### src/rtl/minutes_hours_counter.sv
// Minutes/hours timekeeping block for a digital clock.
// Keeps binary minutes (0..59) and hours (0..23) advanced by the seconds
// counter's inc_mins request, offers a three-state set mode driven by two
// debounced buttons, and presents BCD digits in 24-hour or 12-hour format.
module minutes_hours_counter (
  input  logic       clk_1Hz,
  input  logic       reset,
  input  logic       inc_mins,
  input  logic       mode_12h,
  input  logic       btn_set,
  input  logic       btn_up,
  output logic [3:0] min_ones,
  output logic [3:0] min_tens,
  output logic [3:0] hr_ones,
  output logic [3:0] hr_tens,
  output logic       pm,
  output logic       set_hrs_active,
  output logic       set_mins_active,
  output logic       day_tick
);

  // Set-mode sequencing: RUN -> SET_HRS -> SET_MINS -> RUN on each btn_set press.
  typedef enum logic [1:0] {
    RUN      = 2'd0,
    SET_HRS  = 2'd1,
    SET_MINS = 2'd2
  } state_t;

  localparam logic [5:0] MIN_LAST = 6'd59;
  localparam logic [4:0] HR_LAST  = 5'd23;
  localparam logic [4:0] HR_NOON  = 5'd12;

  state_t     state_reg, state_next;
  logic [5:0] minutes_reg, minutes_next;
  logic [4:0] hours_reg, hours_next;
  logic       btn_set_prev_reg, btn_up_prev_reg;

  logic       set_event;
  logic       up_event;
  logic [4:0] display_hour;
  logic [7:0] min_bcd;
  logic [7:0] hr_bcd;

  // Binary 0..59 to two BCD digits.
  function automatic logic [7:0] to_bcd(input logic [5:0] value);
    logic [3:0] tens;
    logic [3:0] ones;
    tens = 4'(value / 6'd10);
    ones = 4'(value % 6'd10);
    return {tens, ones};
  endfunction

  // Minute advance with wrap; values at or above the top are folded to 0 so
  // a corrupted counter can never stay out of range.
  function automatic logic [5:0] next_minute(input logic [5:0] value);
    return (value >= MIN_LAST) ? 6'd0 : value + 6'd1;
  endfunction

  // Hour advance with wrap, same out-of-range folding as minutes.
  function automatic logic [4:0] next_hour(input logic [4:0] value);
    return (value >= HR_LAST) ? 5'd0 : value + 5'd1;
  endfunction

  // A button event is a 0 -> 1 transition between consecutive clock edges;
  // holding a button gives exactly one event.
  assign set_event = btn_set & ~btn_set_prev_reg;
  assign up_event  = btn_up  & ~btn_up_prev_reg;

  // State, time and button-history registers with asynchronous reset.
  always_ff @(posedge clk_1Hz or posedge reset) begin
    if (reset) begin
      state_reg        <= RUN;
      minutes_reg      <= 6'd0;
      hours_reg        <= 5'd0;
      btn_set_prev_reg <= 1'b0;
      btn_up_prev_reg  <= 1'b0;
    end else begin
      state_reg        <= state_next;
      minutes_reg      <= minutes_next;
      hours_reg        <= hours_next;
      btn_set_prev_reg <= btn_set;
      btn_up_prev_reg  <= btn_up;
    end
  end

  // Next-state and time update. The btn_up action is applied to the field
  // owned by the current state before a simultaneous btn_set moves the state,
  // and inc_mins is only honoured in RUN so the time freezes while setting.
  always_comb begin
    state_next   = state_reg;
    minutes_next = minutes_reg;
    hours_next   = hours_reg;
    case (state_reg)
      RUN: begin
        if (inc_mins) begin
          minutes_next = next_minute(minutes_reg);
          if (minutes_reg >= MIN_LAST) begin
            hours_next = next_hour(hours_reg);
          end
        end
        if (set_event) begin
          state_next = SET_HRS;
        end
      end
      SET_HRS: begin
        if (up_event) begin
          hours_next = next_hour(hours_reg);
        end
        if (set_event) begin
          state_next = SET_MINS;
        end
      end
      SET_MINS: begin
        // Minute setting never carries into hours.
        if (up_event) begin
          minutes_next = next_minute(minutes_reg);
        end
        if (set_event) begin
          state_next = RUN;
        end
      end
      default: begin
        state_next = RUN;
      end
    endcase
  end

  // Display hour selection: 12-hour format maps 0 -> 12 and 13..23 -> 1..11;
  // only the display is affected, never the stored hour.
  always_comb begin
    display_hour = hours_reg;
    if (mode_12h) begin
      if (hours_reg == 5'd0) begin
        display_hour = HR_NOON;
      end else if (hours_reg > HR_NOON) begin
        display_hour = hours_reg - HR_NOON;
      end
    end
  end

  // BCD digit outputs straight from the registered counters.
  always_comb begin
    min_bcd  = to_bcd(minutes_reg);
    hr_bcd   = to_bcd({1'b0, display_hour});
    min_tens = min_bcd[7:4];
    min_ones = min_bcd[3:0];
    hr_tens  = hr_bcd[7:4];
    hr_ones  = hr_bcd[3:0];
  end

  // Status outputs: pm from the 24-hour value, set-mode flags for blanking,
  // and a combinational end-of-day pulse aligned with the final minute advance.
  always_comb begin
    pm              = (hours_reg >= HR_NOON);
    set_hrs_active  = (state_reg == SET_HRS);
    set_mins_active = (state_reg == SET_MINS);
    day_tick        = (state_reg == RUN) && (minutes_reg == MIN_LAST) &&
                      (hours_reg == HR_LAST) && inc_mins;
  end

endmodule

### config.mk
export PLATFORM = sky130hd
export DESIGN_NAME = minutes_hours_counter
export DESIGN_NICKNAME = d
export VERILOG_FILES = /design/src/rtl/minutes_hours_counter.sv
export SDC_FILE = /design/constraint.sdc
export NUM_CORES = 1
export LEC_CHECK = 0
export BUFFER_PORTS_ARGS = -buffer_cell sky130_fd_sc_hd__buf_2
export CAP_MARGIN = 25
export CORE_MARGIN = 4
export CORE_UTILIZATION = 30
export DETAILED_ROUTE_END_ITERATION = 8
export SLEW_MARGIN = 0
export SYNTH_ARGS = -nofsm -noshare
export SYNTH_HDL_FRONTEND = slang
export SYNTH_SLANG_ARGS = --single-unit
### constraint.sdc
create_clock -name clk_1Hz -period 4.32 [get_ports clk_1Hz]
set_clock_uncertainty 0.15 [all_clocks]
set_input_delay 0.216 -clock clk_1Hz [delete_from_list [all_inputs] [get_ports clk_1Hz]]
set_output_delay 0.216 -clock clk_1Hz [all_outputs]
set_load 0.01 [all_outputs]
## After elaboration in Yosys (flattened, before gate mapping)

Cells that the tools add are included.

| operators by class | value |
|---|---|
| bitwise logic cells | 4 |
| reduce and logical (&&, ||, !) cells | 10 |
| mux-type cells | 16 |
| eq/ne operators | 11 |
| div/mod/pow operators | 4 |
| magnitude comparators | 4 |
| $add $sub $neg | 3 |

Operators by type and width:

| operator | count |
|---|---|
| 5-bit 2-to-1 mux | 7 |
| 6-bit 2-to-1 mux | 3 |
| 6-bit case mux with 2 select lines | 1 |
| 5-bit case mux with 2 select lines | 1 |
| 2-bit by 1-bit != test with 1-bit output, second input constant | 4 |
| 6-bit by 1-bit adder with 6-bit output, second input constant | 1 |
| 5-bit by 4-bit divider with 6-bit output, second input constant | 1 |
| 6-bit by 4-bit divider with 6-bit output, second input constant | 1 |
| 6-bit equality test, second input constant | 1 |
| 6-bit greater-or-equal comparator, second input constant | 1 |
| 5-bit by 4-bit modulo with 6-bit output, second input constant | 1 |
| 6-bit by 4-bit modulo with 6-bit output, second input constant | 1 |
| 2-bit 2-to-1 mux | 3 |
| 2-bit != test, second input constant | 3 |
| 2-bit case mux with 3 select lines | 1 |
| 3-bit AND reduction | 2 |
| 5-bit by 1-bit adder with 5-bit output, second input constant | 1 |
| 5-bit equality test, second input constant | 1 |
| 5-bit by 4-bit greater-or-equal comparator with 1-bit output, second input constant | 1 |
| 5-bit greater-or-equal comparator, second input constant | 1 |
| 5-bit by 4-bit greater-than comparator with 1-bit output, second input constant | 1 |
| 5-bit zero test | 1 |
| 5-bit by 4-bit subtractor with 5-bit output, second input constant | 1 |
| 4-bit AND reduction | 1 |
| 7 further kinds | 12 |

| storage, ports and cells | value |
|---|---|
| logic and storage cells | 57 |
| output and inout port bits | 20 |
| register bits after elaboration | 15 |
| input bits | 6 |

## Depth between registers and ports, before layout

Gate-level depths: netlist (run 1).

| depth | value |
|---|---|
| word-level depth | 5 |
| depth in mapped cells | 13 |
| gate-level depth less buffers | 12 |

## Worst setup path after synthesis (run 1)

OpenSTA, ideal clock, no wires.

| path | value |
|---|---|
| path type | register to output |
| start | reg hours_reg[2] |
| end | out hr_ones[3] |
| path buffers | 0 |
| data arrival time | 2.721 ns |
| stages on the path, launching flop included | 12 |
| path slack | 1.233 ns |
| path through | dfrtp_1 inv_1 ha_1 and4b_1 o31a_1 ha_1 nand3_1 a211oi_2 nor2_1 ha_1 o41a_1 o211ai_1 |

| between the ends | value |
|---|---|
| cells in the longest elaborated chain, start to end | 5 |
| elaborated cells between the ends (all ways) | 7 |
| those cells by class | 1 x add/sub; 1 x div; 1 x order compare; 3 x mux; 1 x reduce/logical |

RTL lines:

| element | RTL line | text |
|---|---|---|
| from (decl) | 35 | `logic [4:0] hours_reg, hours_next;` |
| from (signal assigned) | 80 | `hours_reg <= hours_next;` |
| 5-bit by 4-bit subtractor with 5-bit output or 5-bit by 4-bit greater-than comparator with 1-bit output (tied branches) | 136, 135 |  |
| 5-bit 2-to-1 mux | 135 | `end else if (hours_reg > HR_NOON) begin` |
| 5-bit 2-to-1 mux | 133 | `if (hours_reg == 5'd0) begin` |
| 5-bit 2-to-1 mux * | 132 | `if (mode_12h) begin` |
| 5-bit by 4-bit modulo with 6-bit output * | 49 | `ones = 4'(value % 6'd10);` |
| to (decl) | 14 | `output logic [3:0] hr_ones,` |

Mark *: on every way between the ends. The rest lies on a longest branch, timed or not.

## Worst setup path in the final report (run 1)

| path | value |
|---|---|
| start | reg hours_reg[3] |
| end | out hr_ones[3] |

The elaborated chain is that of the path after synthesis.

==> run summary, run 1 <==
YS warnings: 0
largest net degree at the start of global routing: 16
DPL Wire Length: 2430 um
Remaining DRCs: 0
peak supply drop: 0.223 mV
worst hold start: state_reg[1]
Clock transition at path regs: 60 ps
Adder-Cell Fraction of Synth Area: 10.1%
Final GP Congestion: 0.850
multiplexer share of the synthesized area: 2.10%
Max Clk Rate: 269 MHz
crit path DAT: 3350 ps
post-synthesis sequential area ratio: 25.2%
Power Density: 641 nW/um^2
Synth Area per Inst: 8.06 um^2
DRT iter0 DRCs: 59
# clock sinks: 15
# IOs: 26
CTS root buf: clkbuf_8
total design power: 1.09 mW
post-route antenna net violation count: 0
n_diodes: 0
die area: 6160 um^2
via count: 1359
unrepaired setup endpoints after global routing: false
Post-synth EDFFs: 0
setup TNS: 0 ps
main combinational cell family by area after synthesis: compound AO/OA/AOI/OAI gates
via-per-instance ratio: 5.00
share of cells above drive strength 1: 17.6%
worst hold path depth: 1
vias in the first global route: 1293
post-synthesis simple-gate area fraction: 26.4%
first-pass GRT wire length: 5680 um
CP Class: register to output port
Synth Register Bits: 15
fin nets: 224
Fin Hold WS: 367 ps
Starting Density: 31.3%
CTS tree: done
RR Endpoint: hours_reg[0]
async set or reset register ratio after synthesis: 100%
post-CTS setup buffers: 0
worst r2r src: minutes_reg[1]
area taken by multi-input logic gates: 1020 um^2
WL final: 3140 um
I/O Buffers: 22
Period Utilization, post-route: 86.0%
CTS Buffer Depth: 2
Primary FF master, synth: dfrtp_1
core area: 4750 um^2
final setup vio count: 0
Total GRT Usage: 11.0%
global route total overflow: 0
wire per inst: 11.5 um
max_slew headroom: 53.3%
dpl cell area: 1630 um^2
top cell family by delay on the critical path: compound AO/OA/AOI/OAI gates
worst endpoint required time: 3950 ps
first drt pass iteration count: 4
CTS H-tree lvls: 1
clock latency on the worst-skew pair: 250 ps
final hold violations: 0
Rows: 25
R2R setup slack: 2390 ps
post-synth cell types: 53
LEAKAGE: 0.770 nW
CP startpoint: hours_reg[3]
max FFs per register: 6
crit path max fanout: 10
maxcap violations: 0
Slew @ Worst Pin: 701 ps
XOR/XNOR share of the synthesized area: 2.35%
Die Wd: 78.5 um
outcome: complete, no violations
Slew Limit Fails: 0
Finished Cell Area: 1700 um^2
compound-gate portion of the synthesized area: 27.0%
most used cell, CP: ha_1
Synth Instances: 185
antenna violations before repair: 0
CP peak stage delay: 510 ps
filler instances: 522
startpoint types: register
Mapped Area: 1490 um^2
Layout area overhead: 14.1%
placed instance count: 265
Storage cell area: 375 um^2
Final Critical Period: 3710 ps
TritonCTS buffer count: 3
CP max-delay cell: dfrtp_1
CP Cell Sequence: inv_1 > ha_1 > and4b_1 > o31a_1 > ha_1 > nand3_1 > a211oi_2 > nor2_1 > ha_1 > o41a_1 > o211ai_1 > buf_2
crit end category: output port
Finished Layout Cells: 272
Worst Hold Class: register to register
chip height: 78.5 um
Buf/Inv on CP: 2
Worst R2R Path Depth: 7
Worst Hold Endpoint: state_reg[0]
[report_power, final]
part | switching [mW] | internal (mW)
clock network | 0.0505 | 0.0654
registers | 0.0832 | 0.187
logic | 0.397 | 0.307
[area by class of cell]
| class | instances | share of cell area [%] |
|---|---|---|
| clock buffer | 4 | 2.65 |
| inverter | 9 | 1.99 |
| multi-input combinational | 152 | 60.1 |
| sequential | 15 | 22.1 |
| tap | 67 | 4.93 |
| timing repair buffer | 25 | 8.24 |
[Yosys cell counts, types with 2 or more instances]
master    number  area [um^2]
nor2_2         3         18.8
o31ai_1        3         22.5
o21ai_0       17         85.1
and2_1         3         18.8
nand2b_1       6         37.5
buf_4          5         37.5
a21oi_1        8         40.0
mux2i_1        2         20.0
o22ai_1        2         12.5
and4b_1        2         20.0
nand4b_1       2         17.5
inv_1          9         33.8
nor2b_1        7         43.8
buf_2          5         25.0
nand2_1       20         75.1
ha_1          12          150
a22oi_1        2         15.0
and3_1         2         12.5
nor2_1        17         63.8
nand3b_1       3         22.5
o21ai_1        2         10.0
nand3_1        3         15.0
a31oi_1        2         12.5
dfrtp_1       15          375
xor2_1         2         17.5
xnor2_1        2         17.5
o31a_1         2         17.5
a21o_1         2         15.0
[placed cells by master (no fill, tap or decap), drive strengths merged, types with 4 or more instances in the layout]
master,instances
nand2b,6
a21oi,8
dfrtp,15
nand2,20
o21ai,19
inv,9
nor2,20
clkbuf,4
ha,12
nor2b,7
buf,22
[metal layers]
layer  share of wire [%]  vias to the layer above  track usage (%)
li1                    -                      693                -
met1                  48                      624             14.7
met2                  47                       42             18.0
met3                 5.0                        0             2.41
met4                   0                        0             2.45
met5                   0                        -                0
[cell families after synthesis]
logic type | after synthesis
flip-flops | 15
other | 1
AND/OR/NAND/NOR | 74
buffers and inverters | 20
AO/OA/AOI/OAI | 56
XOR/XNOR | 4
multiplexers | 3
adder cells (fa/ha/maj) | 12
[repair_timing]
action                                 in CTS  in global routing
setup endpoints to repair                   0                  0
endpoints found under the hold margin      17                  0
hold buffers                                3                  0
resized for setup                           0                  0
[stage by stage]
stage / util, % / setup slack (ps)
after floorplan: - / 1230
after global placement: 34.2 / 988
final: 35.8 / 607
after CTS: 35.8 / 624
after detailed placement: 34.2 / 903
after global routing: 35.8 / 351
[worst max-delay path by stage]
stage / slack (ps) / cells past startpoint / to
6_report: 610 / 12 / hr_ones[3]
5_1_grt: 350 / 12 / hr_ones[3]
3_5_place_dp: 900 / 12 / hr_ones[3]
4_1_cts: 620 / 12 / hr_ones[3]
2_1_floorplan: 1230 / 11 / hr_ones[3]
3_3_place_gp: 990 / 12 / hr_ones[3]
No activity file was read; power rests on OpenSTA's default activity.
==> run 2: changes to the inputs <==
CTS_BUF_LIST = sky130_fd_sc_hd__clkbuf_4 sky130_fd_sc_hd__clkbuf_8   (was not set)
==> run summary, run 2 (same netlist as run 1, synthesis figures left out) <==
CP startpoint: hours_reg[3] (unchanged)
share of cells above drive strength 1: 18.0% (was 17.6%)
CTS root buf: clkbuf_8 (unchanged)
DRT iter0 DRCs: 61 (was 59)
Slew Limit Fails: 0 (unchanged)
crit path DAT: 3350 ps (about the same)
largest net degree at the start of global routing: 16 (unchanged)
CP Cell Sequence: inv_1 > ha_1 > and4b_1 > o31a_1 > ha_1 > nand3_1 > a211oi_2 > nor2_1 > ha_1 > o41a_1 > o211ai_1 > buf_2 (unchanged)
dpl cell area: 1630 um^2 (unchanged)
fin nets: 224 (unchanged)
commonest non-fill, non-tap cells in the layout: buf_2 (22), nand2_1 (20), nor2_1 (17), o21ai_0 (17), dfrtp_1 (15) (unchanged)
clock latency on the worst-skew pair: 250 ps (about the same)
Finished Cell Area: 1700 um^2 (about the same)
via-per-instance ratio: 4.99 (was 5.00)
DPL Wire Length: 2430 um (unchanged)
Die Wd: 78.5 um (unchanged)
CP peak stage delay: 510 ps (about the same)
crit end category: output port (unchanged)
Layout area overhead: 14.4% (was 14.1%)
worst r2r src: minutes_reg[1] (unchanged)
first-pass GRT wire length: 5680 um (unchanged)
worst endpoint required time: 3950 ps (about the same)
# IOs: 26 (unchanged)
setup TNS: 0 ps (unchanged)
Worst Hold Class: register to register (unchanged)
crit path capture: hr_ones[3] (unchanged)
Power Density: 644 nW/um^2 (was 641 nW/um^2)
outcome: complete, no violations (unchanged)
peak supply drop: 0.223 mV (about the same)
Period Utilization, post-route: 86.0% (about the same)
antenna violations before repair: 0 (unchanged)
CTS tree: done (unchanged)
CP Class: register to output port (unchanged)
first drt pass iteration count: 4 (unchanged)
Remaining DRCs: 0 (unchanged)
CP max-delay cell: dfrtp_1 (unchanged)
vias in the first global route: 1293 (unchanged)
final hold violations: 0 (unchanged)
final setup vio count: 0 (unchanged)
max FFs per register: 6 (unchanged)
WL final: 3150 um (was 3140 um)
Buf/Inv on CP: 2 (unchanged)
I/O Buffers: 22 (unchanged)
Worst R2R Path Depth: 7 (unchanged)
n_diodes: 0 (unchanged)
max_slew headroom: 53.5% (was 53.3%)
Final GP Congestion: 0.850 (unchanged)
via count: 1357 (was 1359)
top cell family by delay on the critical path: compound AO/OA/AOI/OAI gates (unchanged)
CTS Buffer Depth: 2 (unchanged)
crit path max fanout: 10 (unchanged)
commonest non-fill, non-tap cell in the layout: buf_2 (unchanged)
R2R setup slack: 2390 ps (about the same)
chip height: 78.5 um (unchanged)
die area: 6160 um^2 (unchanged)
Total GRT Usage: 11.0% (unchanged)
Slew @ Worst Pin: 698 ps (was 701 ps)
maxcap violations: 0 (unchanged)
Final Critical Period: 3710 ps (about the same)
Max Clk Rate: 269 MHz (about the same)
CTS resizes: 0 (unchanged)
core area: 4750 um^2 (unchanged)
Rows: 25 (unchanged)
global route total overflow: 0 (unchanged)
unrepaired setup endpoints after global routing: false (unchanged)
Finished Layout Cells: 272 (unchanged)
Final WS setup: 605 ps (was 607 ps)
Fin Hold WS: 367 ps (unchanged)
most used cell, CP: ha_1 (unchanged)
Starting Density: 31.3% (unchanged)
Place WS: 903 ps (unchanged)
filler instances: 522 (unchanged)
# clock sinks: 15 (unchanged)
Clock transition at path regs: 70 ps (was 60 ps)
RR Endpoint: hours_reg[0] (unchanged)
cell count along the critical path: 12 (unchanged)
startpoint types: register (unchanged)
CTS H-tree lvls: 1 (unchanged)
placed instance count: 265 (unchanged)
TritonCTS buffer count: 3 (unchanged)
post-route antenna net violation count: 0 (unchanged)
LEAKAGE: 0.773 nW (was 0.770 nW)
wire per inst: 11.6 um (was 11.5 um)
## run 2: area by class of cell
cell class              count  area (um^2)  share of cell area (%)
clock buffers               4         48.8                    2.86
well taps                  67         83.8                    4.92
repair buffers             25          140                    8.22
inverters                   9         33.8                    1.98
multi-input cells         152         1020                    60.0
flip-flops and latches     15          375                    22.0
## run 2: power breakdown
group | leakage [nW] | total, mW | switching, mW | internal, mW
Sequential | 0.192 | 0.271 | 0.0833 | 0.187
Clock | 0.0262 | 0.123 | 0.0512 | 0.0717
Combinational | 0.555 | 0.704 | 0.397 | 0.307
Total | 0.773 | 1.10 | 0.531 | 0.566
## run 2: how the worst min path moves through the flow
stage	start	to	slack [ps]	cells past startpoint
after detailed placement	reset	btn_set_prev_reg	170	2
after CTS	state_reg[1]	state_reg[0]	370	1
after floorplan	reset	btn_set_prev_reg	-30	1
after global routing	state_reg[1]	state_reg[0]	390	1
after global placement	reset	btn_set_prev_reg	160	2
final	state_reg[1]	state_reg[0]	370	1
## run 2: repair_timing
action,CTS,global route
hold buffers,3,0
hold endpoints to repair,17,0
buffers inserted,0,0
## run 2: per-layer routing
layer	part of all wire (%)	track usage, %	wire length (um)	vias up
met5	0	0	0	-
li1	-	-	-	692
met1	48	14.7	1520	623
met3	5.0	2.41	158	0
met4	0	2.45	0	0
met2	47	18.0	1470	42
## run 2: metrics by stage
stage               utilization (%)  power [mW]
finish                         35.8        1.10
global route                   35.8        1.23
CTS                            35.8        1.11
detailed placement             34.2       0.978
global placement               34.2       0.974
floorplan                         -       0.802
